===== src/rtl/zero_cross_freq_meter_if.sv =====
// Sample-stream and result bundle shared by the zero-crossing frequency meter
// and whatever feeds it samples / consumes its measurements.
interface zero_cross_freq_meter_if #(
  parameter int SAMPLE_W = 24,
  parameter int COUNT_W  = 16
);
  logic                       sample_valid;
  logic signed [SAMPLE_W-1:0] sample;
  logic                       start;
  logic                       continuous;
  logic                       abort;
  logic        [COUNT_W-1:0]  freq;
  logic                       freq_valid;
  logic                       overflow;
  logic                       busy;

  modport master (
    output sample_valid, sample, start, continuous, abort,
    input  freq, freq_valid, overflow, busy
  );

  modport slave (
    input  sample_valid, sample, start, continuous, abort,
    output freq, freq_valid, overflow, busy
  );
endinterface


===== src/rtl/zero_cross_freq_meter.sv =====
// Gated frequency meter: counts hysteresis-qualified rising zero crossings over
// GATE_SAMPLES sample strobes and publishes a latched count with a valid pulse.
module zero_cross_freq_meter #(
  parameter int SAMPLE_W     = 24,
  parameter int COUNT_W      = 16,
  parameter int GATE_SAMPLES = 48000,
  parameter int HYST         = 256
) (
  input  logic                     clk,
  input  logic                     resetn,
  zero_cross_freq_meter_if.slave   bus
);

  localparam int GATE_W = $clog2(GATE_SAMPLES + 1);

  localparam logic signed [SAMPLE_W-1:0] HYST_POS  = SAMPLE_W'(HYST);
  localparam logic signed [SAMPLE_W-1:0] HYST_NEG  = -HYST_POS;
  localparam logic        [COUNT_W-1:0]  CNT_MAX   = '1;
  localparam logic        [GATE_W-1:0]   GATE_LAST = GATE_W'(GATE_SAMPLES - 1);

  typedef enum logic [1:0] {
    ST_IDLE,
    ST_ARM,
    ST_GATE
  } state_t;

  // Assertion is immediate; release reaches the core one edge later, so the
  // second rising edge after resetn goes high is the first active one.
  logic rst_sync_n;

  // NOTE: every clocked process uses non-blocking (<=) assignments so all
  // registers update together from the values present before the edge.
  always_ff @(posedge clk or negedge resetn) begin
    if (!resetn) rst_sync_n <= 1'b0;
    else         rst_sync_n <= 1'b1;
  end

  state_t               state_q,    state_d;
  logic                 sign_pos_q, sign_pos_d;
  logic [COUNT_W-1:0]   cross_q,    cross_d;
  logic                 ovf_q,      ovf_d;
  logic [GATE_W-1:0]    gate_q,     gate_d;
  logic [COUNT_W-1:0]   freq_q,     freq_d;
  logic                 overflow_q, overflow_d;
  logic                 fvalid_q,   fvalid_d;

  logic                 is_pos, is_neg;
  logic                 rising;
  logic [COUNT_W-1:0]   cross_inc;
  logic                 ovf_inc;

  // Both operands are signed, so these are true two's-complement compares.
  assign is_pos = (bus.sample >= HYST_POS);
  assign is_neg = (bus.sample <= HYST_NEG);

  always_ff @(posedge clk or negedge rst_sync_n) begin
    if (!rst_sync_n) begin
      state_q    <= ST_IDLE;
      sign_pos_q <= 1'b0;
      cross_q    <= '0;
      ovf_q      <= 1'b0;
      gate_q     <= '0;
      freq_q     <= '0;
      overflow_q <= 1'b0;
      fvalid_q   <= 1'b0;
    end else begin
      state_q    <= state_d;
      sign_pos_q <= sign_pos_d;
      cross_q    <= cross_d;
      ovf_q      <= ovf_d;
      gate_q     <= gate_d;
      freq_q     <= freq_d;
      overflow_q <= overflow_d;
      fvalid_q   <= fvalid_d;
    end
  end

  always_comb begin
    // NOTE: every variable assigned below gets a default first, so no path
    // leaves one unassigned and no latch is inferred.
    state_d    = state_q;
    sign_pos_d = sign_pos_q;
    cross_d    = cross_q;
    ovf_d      = ovf_q;
    gate_d     = gate_q;
    freq_d     = freq_q;
    overflow_d = overflow_q;
    fvalid_d   = 1'b0;
    rising     = 1'b0;
    cross_inc  = cross_q;
    ovf_inc    = ovf_q;

    if (bus.abort) begin
      // Published result is left untouched; only the measurement is dropped.
      state_d = ST_IDLE;
      cross_d = '0;
      ovf_d   = 1'b0;
      gate_d  = '0;
    end else begin
      case (state_q)
        ST_IDLE: begin
          if (bus.start) state_d = ST_ARM;
        end

        ST_ARM: begin
          if (bus.sample_valid && (is_pos || is_neg)) begin
            sign_pos_d = is_pos;
            cross_d    = '0;
            ovf_d      = 1'b0;
            gate_d     = '0;
            state_d    = ST_GATE;
          end
        end

        ST_GATE: begin
          if (bus.sample_valid) begin
            rising = !sign_pos_q && is_pos;
            if (rising)                   sign_pos_d = 1'b1;
            else if (sign_pos_q && is_neg) sign_pos_d = 1'b0;

            if (rising) begin
              if (cross_q == CNT_MAX) ovf_inc   = 1'b1;
              else                    cross_inc = cross_q + 1'b1;
            end

            if (gate_q == GATE_LAST) begin
              // The closing sample's own crossing is part of this result.
              freq_d     = cross_inc;
              overflow_d = ovf_inc;
              fvalid_d   = 1'b1;
              cross_d    = '0;
              ovf_d      = 1'b0;
              gate_d     = '0;
              if (!bus.continuous) state_d = ST_IDLE;
            end else begin
              cross_d = cross_inc;
              ovf_d   = ovf_inc;
              gate_d  = gate_q + 1'b1;
            end
          end
        end

        default: state_d = ST_IDLE;
      endcase
    end
  end

  assign bus.freq       = freq_q;
  assign bus.overflow   = overflow_q;
  assign bus.freq_valid = fvalid_q;
  assign bus.busy       = (state_q != ST_IDLE);

endmodule

===== src/flat_wrapper.sv =====
// flat-port wrapper written by rule: the top's interface ports become plain ports
module zero_cross_freq_meter_flat 
#(
  parameter int SAMPLE_W     = 24,
  parameter int COUNT_W      = 16,
  parameter int GATE_SAMPLES = 48000,
  parameter int HYST         = 256
)
  (clk, resetn, bus_sample_valid, bus_sample, bus_start, bus_continuous, bus_abort, bus_freq, bus_freq_valid, bus_overflow, bus_busy);
  zero_cross_freq_meter_if #(.SAMPLE_W(SAMPLE_W), .COUNT_W(COUNT_W)) bus_i ();
  input  logic clk;
  input  logic resetn;
  input wire logic [$bits(bus_i.sample_valid)-1:0] bus_sample_valid;
  input wire logic [$bits(bus_i.sample)-1:0] bus_sample;
  input wire logic [$bits(bus_i.start)-1:0] bus_start;
  input wire logic [$bits(bus_i.continuous)-1:0] bus_continuous;
  input wire logic [$bits(bus_i.abort)-1:0] bus_abort;
  output wire logic [$bits(bus_i.freq)-1:0] bus_freq;
  output wire logic [$bits(bus_i.freq_valid)-1:0] bus_freq_valid;
  output wire logic [$bits(bus_i.overflow)-1:0] bus_overflow;
  output wire logic [$bits(bus_i.busy)-1:0] bus_busy;
  assign bus_i.sample_valid = bus_sample_valid;
  assign bus_i.sample = bus_sample;
  assign bus_i.start = bus_start;
  assign bus_i.continuous = bus_continuous;
  assign bus_i.abort = bus_abort;
  assign bus_freq = bus_i.freq;
  assign bus_freq_valid = bus_i.freq_valid;
  assign bus_overflow = bus_i.overflow;
  assign bus_busy = bus_i.busy;
  zero_cross_freq_meter #(.SAMPLE_W(SAMPLE_W), .COUNT_W(COUNT_W), .GATE_SAMPLES(GATE_SAMPLES), .HYST(HYST)) u_core (.clk(clk), .resetn(resetn), .bus(bus_i));
endmodule

===== config.mk =====
export PLATFORM = sky130hd
export DESIGN_NAME = zero_cross_freq_meter_flat
export DESIGN_NICKNAME = d
export VERILOG_FILES = /design/src/rtl/zero_cross_freq_meter_if.sv /design/src/rtl/zero_cross_freq_meter.sv /design/src/flat_wrapper.sv
export SDC_FILE = /design/constraint.sdc
export NUM_CORES = 1
export LEC_CHECK = 0
export BUFFER_PORTS_ARGS = -buffer_cell sky130_fd_sc_hd__buf_2
export CAP_MARGIN = 30
export CORE_MARGIN = 2
export CORE_UTILIZATION = 59
export CTS_BUF_LIST = sky130_fd_sc_hd__clkbuf_8
export DETAILED_ROUTE_END_ITERATION = 10
export PLACE_DENSITY_LB_ADDON = 0.1
export SYNTH_ARGS = -nofsm -noshare
export SYNTH_HDL_FRONTEND = slang
export SYNTH_SLANG_ARGS = --single-unit
export TNS_END_PERCENT = 5

===== constraint.sdc =====
create_clock -name clk -period 2 [get_ports clk]
set_input_delay 0.1 -clock clk [delete_from_list [all_inputs] [get_ports clk]]
set_output_delay 0.1 -clock clk [all_outputs]
set_load 0.005 [all_outputs]

Word level (Yosys, flattened, before mapping)
Index checks and enable logic that the tools add are counted.
{"block": "classes", "eq_ne": 12, "mux": 34, "n_reduce_logical": 13, "addsub": 2, "magnitude_cmp": 2, "n_bitwise": 1}
{"op": "$mux 16", "count": 9}
{"op": "$pmux 16 s2", "count": 2}
{"op": "$add 16x1->16 const B", "count": 2}
{"op": "$eq 16x16->1 const B", "count": 2}
{"op": "$ge 24x10->1 const B", "count": 1}
{"op": "$le 24x9->1 const B", "count": 1}
{"op": "$mux 1", "count": 14}
{"op": "$mux 2", "count": 6}
{"op": "$reduce_and 5->1", "count": 2}
{"op": "$ne 3x3->1 const B", "count": 3}
{"op": "$ne 3x2->1 const B", "count": 2}
{"op": "$pmux 2 s3", "count": 1}
{"op": "$pmux 1 s2", "count": 2}
{"op": "$reduce_and 4->1", "count": 1}
{"op": "$reduce_bool 2->1", "count": 2}
{"op": "$logic_and 1x1->1", "count": 3}
{"op": "$ne 3x1->1 const B", "count": 1}
{"op": "$reduce_and 3->1", "count": 1}
{"op": "$reduce_bool 3->1", "count": 1}
{"op": "$eq 2x1->1 const B", "count": 1}
{"op": "$eq 2x2->1 const B", "count": 1}
{"op": "$logic_not 2->1", "count": 1}
{"op": "$ne 2x1->1 const B", "count": 1}
{"op": "$ne 2x2->1 const B", "count": 1}
{"op": "3 further kinds", "count": 3}
{"block": "word_totals", "elab_cells": 73, "inputBits": 30, "out_inout_bits": 19, "regBits": 55}

Longest topological paths before layout
{"block": "logic_depth", "word_depth": 7, "depth_mapped": 8, "ltp_nobuf": 6}

Worst setup path before layout
OpenSTA, ideal clock, no wires.
{"block": "synth_timing", "kind": "flip-flop to flip-flop", "startpoint": "reg u_core.cross_q[0]", "endpoint": "reg u_core.cross_q[10]", "path_slack_ns": -0.066, "t_arrival_ns": 1.942, "setup_ns": 0.124, "path_stages_with_launch": 9, "path_buffers": 2, "required_time_ns": 1.876, "path_cell_list": "dfrtp_1 -> ha_1 -> nand4_1 -> or4_1 -> buf_2 -> buf_6 -> nand4_2 -> nor3_1 -> a211o_1"}
{"block": "synth_via", "elab_chain_cells": 7}
{"item": "from (decl)", "line": "zero_cross_freq_meter.sv:40", "text": "logic [COUNT_W-1:0] cross_q, cross_d;"}
{"item": "from (signal assigned)", "line": "zero_cross_freq_meter.sv:69", "text": "cross_q <= cross_d;"}
{"item": "$add 16x1->16 or $eq 16x16->1 (tied branches)", "line": "zero_cross_freq_meter.sv:123, zero_cross_freq_meter.sv:122"}
{"item": "$mux 16 (*)", "line": "zero_cross_freq_meter.sv:122", "text": "if (cross_q == CNT_MAX) ovf_inc = 1'b1;"}
{"item": "$mux 16 (*)", "line": "zero_cross_freq_meter.sv:121", "text": "if (rising) begin"}
{"item": "$mux 16 (*)", "line": "zero_cross_freq_meter.sv:126", "text": "if (gate_q == GATE_LAST) begin"}
{"item": "$mux 16 (*)", "line": "zero_cross_freq_meter.sv:116", "text": "if (bus.sample_valid) begin"}
{"item": "$pmux 16 s2 (*)", "line": "zero_cross_freq_meter.sv:100", "text": "case (state_q)"}
{"item": "$mux 16 (*)", "line": "zero_cross_freq_meter.sv:93", "text": "if (bus.abort) begin"}
Mark *: on every way between the ends. The rest lies on a longest branch, timed or not. The select of a mux whose other input is x is not followed.
A chain may end at the register's enable or synchronous reset.

Worst setup path in the final report
{"block": "layout_timing", "startpoint": "reg u_core.gate_q[7]", "endpoint": "reg u_core.cross_q[1]"}
{"block": "layout_via", "elab_chain_cells": 5}
{"item": "from (decl)", "line": "zero_cross_freq_meter.sv:42", "text": "logic [GATE_W-1:0] gate_q, gate_d;"}
{"item": "from (signal assigned)", "line": "zero_cross_freq_meter.sv:71", "text": "gate_q <= gate_d;"}
{"item": "$eq 16x16->1", "line": "zero_cross_freq_meter.sv:126"}
{"item": "$mux 16", "line": "zero_cross_freq_meter.sv:126"}
{"item": "$mux 16", "line": "zero_cross_freq_meter.sv:116"}
{"item": "$pmux 16 s2", "line": "zero_cross_freq_meter.sv:100"}
{"item": "$mux 16", "line": "zero_cross_freq_meter.sv:93"}
No other way between the ends. The select of a mux whose other input is x is not followed.

==> results.rst <==
.. list-table::
   :header-rows: 1

   * - Metric
     - Value
   * - Number of DRC violations after detailed-routing iteration 0
     - 292
   * - Worst hold path type
     - in2reg
   * - Yosys warning count
     - 0
   * - Half-perimeter wire length after detailed placement
     - 6126 um
   * - Sort of element at the end of the critical path
     - flop
   * - Peak supply drop
     - 0.2792 mV
   * - Count of final max-slew check failures
     - 0
   * - Total of fill cells in the finished design
     - 398
   * - Power per cell area
     - 479.4 nW/um2
   * - Clock-pin slew on the worst setup and hold paths
     - 100 ps
   * - Cell count after synthesis
     - 357
   * - Via count of the first global-routing pass
     - 3006
   * - Main flop type after synthesis
     - dfrtp_1
   * - Portion of the post-synthesis area used by sequential elements
     - 0.4184
   * - Row count
     - 27
   * - Congestion Overflow GR
     - 0
   * - Required arrival time at the worst endpoint
     - 2210 ps
   * - Largest stage delay on the critical path
     - 400 ps
   * - Cell area after technology mapping
     - 3289 um2
   * - Final hold slack
     - 24.62 ps
   * - RSZ-0062 raised after global routing
     - yes
   * - Fraction of registers with async set or reset after synthesis
     - 1.000
   * - Total DRC errors in the routed layout
     - 0
   * - Worst Clk Skew
     - 13.30 ps
   * - Area added between synthesis and finish
     - 27.69%
   * - Total number of vias
     - 3192
   * - Per-instance average area after synthesis
     - 9.214 um2
   * - Pin count of the biggest net entering global routing
     - 31
   * - Core utilization of the finished layout
     - 0.7723
   * - Most frequent cells in the layout
     - dfrtp_1 (50), buf_2 (48), buf_4 (45), nand2_1 (40)
   * - Number of buffers added on ports
     - 48
   * - Classification of the worst setup path
     - reg2reg
   * - Area of combinational cells with multiple inputs
     - 1863 um2
   * - Post-route antenna net violation count
     - 0
   * - Antenna violations before repair
     - 0
   * - # IOs
     - 49
   * - Clk Latency, worst-skew pair
     - 320 ps
   * - Total Routing Usage GR
     - 0.2909
   * - Height of the chip
     - 78.67 um
   * - Sequential cell area
     - 1383 um2
   * - CTS buffer count
     - 5
   * - Initial Utilization
     - 0.6048
   * - Crit path time final
     - 2013 ps
   * - Critical-path maximum fanout
     - 17
   * - Clock tree sinks
     - 55
   * - Average wire length per cell after detail routing
     - 16.75 um
   * - Cells along the critical path
     - nand4b_1, nor4_2, nor2_1, buf_12, a221o_1, a32o_1
   * - Total inserted antenna cells
     - 0
   * - Max-Cap Viols
     - 0
   * - Number of synthesized register bits
     - 55
   * - F_max
     - 0.4966 GHz
   * - Number of iterations in the first detailed-routing pass
     - 6
   * - Number of enable-type register cells in the synthesized netlist
     - 0
   * - Syn nets
     - 389
   * - CTS tree
     - yes
   * - Layout net count
     - 473
   * - Fin. Hold Viols
     - 0
   * - PnR worst setup slack
     - -13.50 ps
   * - Portion of the clock cycle consumed by the worst path in the final layout
     - 1.007
   * - Setup violation total in the final timing report
     - 2
   * - Total routed wirelength
     - 8611 um
   * - Sum Neg Setup Slack
     - -25.31 ps
   * - Pwr Total
     - 2.013 mW
   * - Startpoint class of the critical path
     - flop
   * - Critical Path Slowest Stage Cell
     - dfrtp_1
   * - Pleak
     - 1.925 nW
   * - Slew @ Worst Pin
     - 558.9 ps
   * - Clk buf depth
     - 2
   * - Outcome
     - finished with violations
   * - Number of distinct library cells after synthesis
     - 55
   * - Fraction of final layout cells sized beyond drive strength 1
     - 0.3167
   * - Worst path arrival time
     - 2220 ps
   * - Violated checks
     - setup timing
   * - Floorplan die area
     - 6188 um2
   * - Most frequent standard cell in the layout excluding fill and tap cells
     - dfrtp_1
   * - Area of the core
     - 5439 um2
   * - Placer congestion estimate
     - 0.9154
   * - First-pass GRT wire length
     - 14210 um
   * - Count of H-tree levels built during CTS
     - 2
   * - Relative slew slack
     - 0.6274
   * - Floorplan die width
     - 78.67 um
   * - Clock Tree Root
     - clkbuf_8
   * - Via-per-instance ratio
     - 6.210
flip-flops by register name, indices dropped and copies added, names as in the netlist:
name,flops
u_core.bus.freq,16
u_core.bus.freq_valid,1
u_core.bus.overflow,1
u_core.cross_q,16
u_core.gate_q,16
u_core.ovf_q,1
u_core.rst_sync_n,1
u_core.sign_pos_q,1
u_core.state_q,2
layout make-up:
class,instances,share of cell area
Timing Repair Buffer,102,0.1760
Multi-Input combinational cell,270,0.4436
Clock inverter,2,0.003873
Inverter,7,0.006256
Sequential cell,55,0.3292
Clock buffer,6,0.01966
Tap cell,72,0.02145
cells in the mapped netlist, types with 2 or more instances:
library cell  count  area share
nand4b_1          2      0.0053
buf_4             2      0.0046
o31ai_1           2      0.0046
a21oi_1           3      0.0046
nor2_1           16       0.018
buf_2             8       0.012
a221o_1           9       0.027
nand2b_1          3      0.0057
a21o_1            5       0.011
mux2i_1          13       0.040
a211oi_1          9       0.021
clkbuf_1         14       0.016
nand3_1          16       0.024
nor3b_1           2      0.0046
a22o_1            4       0.011
nor4_1           12       0.023
o22ai_1           2      0.0038
a2111oi_0         2      0.0053
a211o_1           6       0.016
a2bb2oi_1         5       0.013
a32o_1            3      0.0091
dfrtp_1          55        0.42
xnor2_1           4       0.011
a221oi_1          5       0.013
xor2_1            8       0.021
nand4_2           3       0.011
o21ai_0          14       0.021
nand4_1          15       0.029
nand3_2           2      0.0061
inv_1             7      0.0080
ha_1              2      0.0076
and3_1           10       0.019
o21ai_1          11       0.017
nor3_1           19       0.029
nand2_1          40       0.046
or2_2             2      0.0038
and2_1            3      0.0057
a21boi_0          2      0.0046
metrics by stage:
stage,worst slack [ps],std cells,area (um2)
final,-13.50,514,4200
after CTS,7.633,511,4123
after floorplan,-9.035,357,3328
after global placement,79.86,502,4014
after global routing,-106.1,514,4200
after detailed placement,26.84,502,4014
path summary, 6_finish.rpt:
check	startpoint	to	slack (ps)	cells past startpoint
max	u_core.gate_q[7]	u_core.cross_q[1]	-10	6
min	bus_sample[23]	u_core.sign_pos_q	20	2
max reg2reg	u_core.gate_q[7]	u_core.cross_q[1]	-10	6
min reg2reg	u_core.rst_sync_n	u_core.cross_q[9]	270	0
max in group asynchronous	u_core.rst_sync_n	u_core.gate_q[8]	1160	1
min in group asynchronous	resetn	u_core.rst_sync_n	70	2
worst max-delay path, delay by kind of cell, from the launching register on:
kind,cells,cell delay (ps)
AND/OR/NAND/NOR,3,750
flip-flops,1,400
buffers and inverters,1,180
AO/OA/AOI/OAI,2,590
power by group:
group / internal, mW / switching (mW)
sequential: 1.12 / 0.0176
combinational: 0.0960 / 0.117
clock: 0.284 / 0.383
what timing repair did:
item | CTS | global route
setup buffers | 0 | 3
endpoints found under the hold margin | 1 | 0
resized for setup | 0 | 14
setup endpoints to repair | 0 | 28
hold buffers | 1 | 0
cells by family (layout without fill, tap and decap cells):
kind of cell	count (synthesis)	in the layout	synth area share
AO/OA/AOI/OAI	88	88	0.2005
XOR/XNOR	12	12	0.03195
adder cells (fa/ha/maj)	2	2	0.007606
buffers and inverters	32	117	0.04412
flip-flops	55	55	0.4184
multiplexers	13	13	0.03956
other	1	1	0.001140
AND/OR/NAND/NOR	154	154	0.2568
metal layers:
metal | track usage | share of wire | vias to the layer above | wire length (um)
li1 | - | - | 1525 | -
met1 | 0.3743 | 0.42 | 1542 | 3635
met3 | 0.05057 | 0.049 | 15 | 426
met2 | 0.5068 | 0.52 | 110 | 4452
met5 | 0 | 0 | - | 0
met4 | 0.07544 | 0.011 | 0 | 96
No activity file was read; power rests on OpenSTA's default activity.
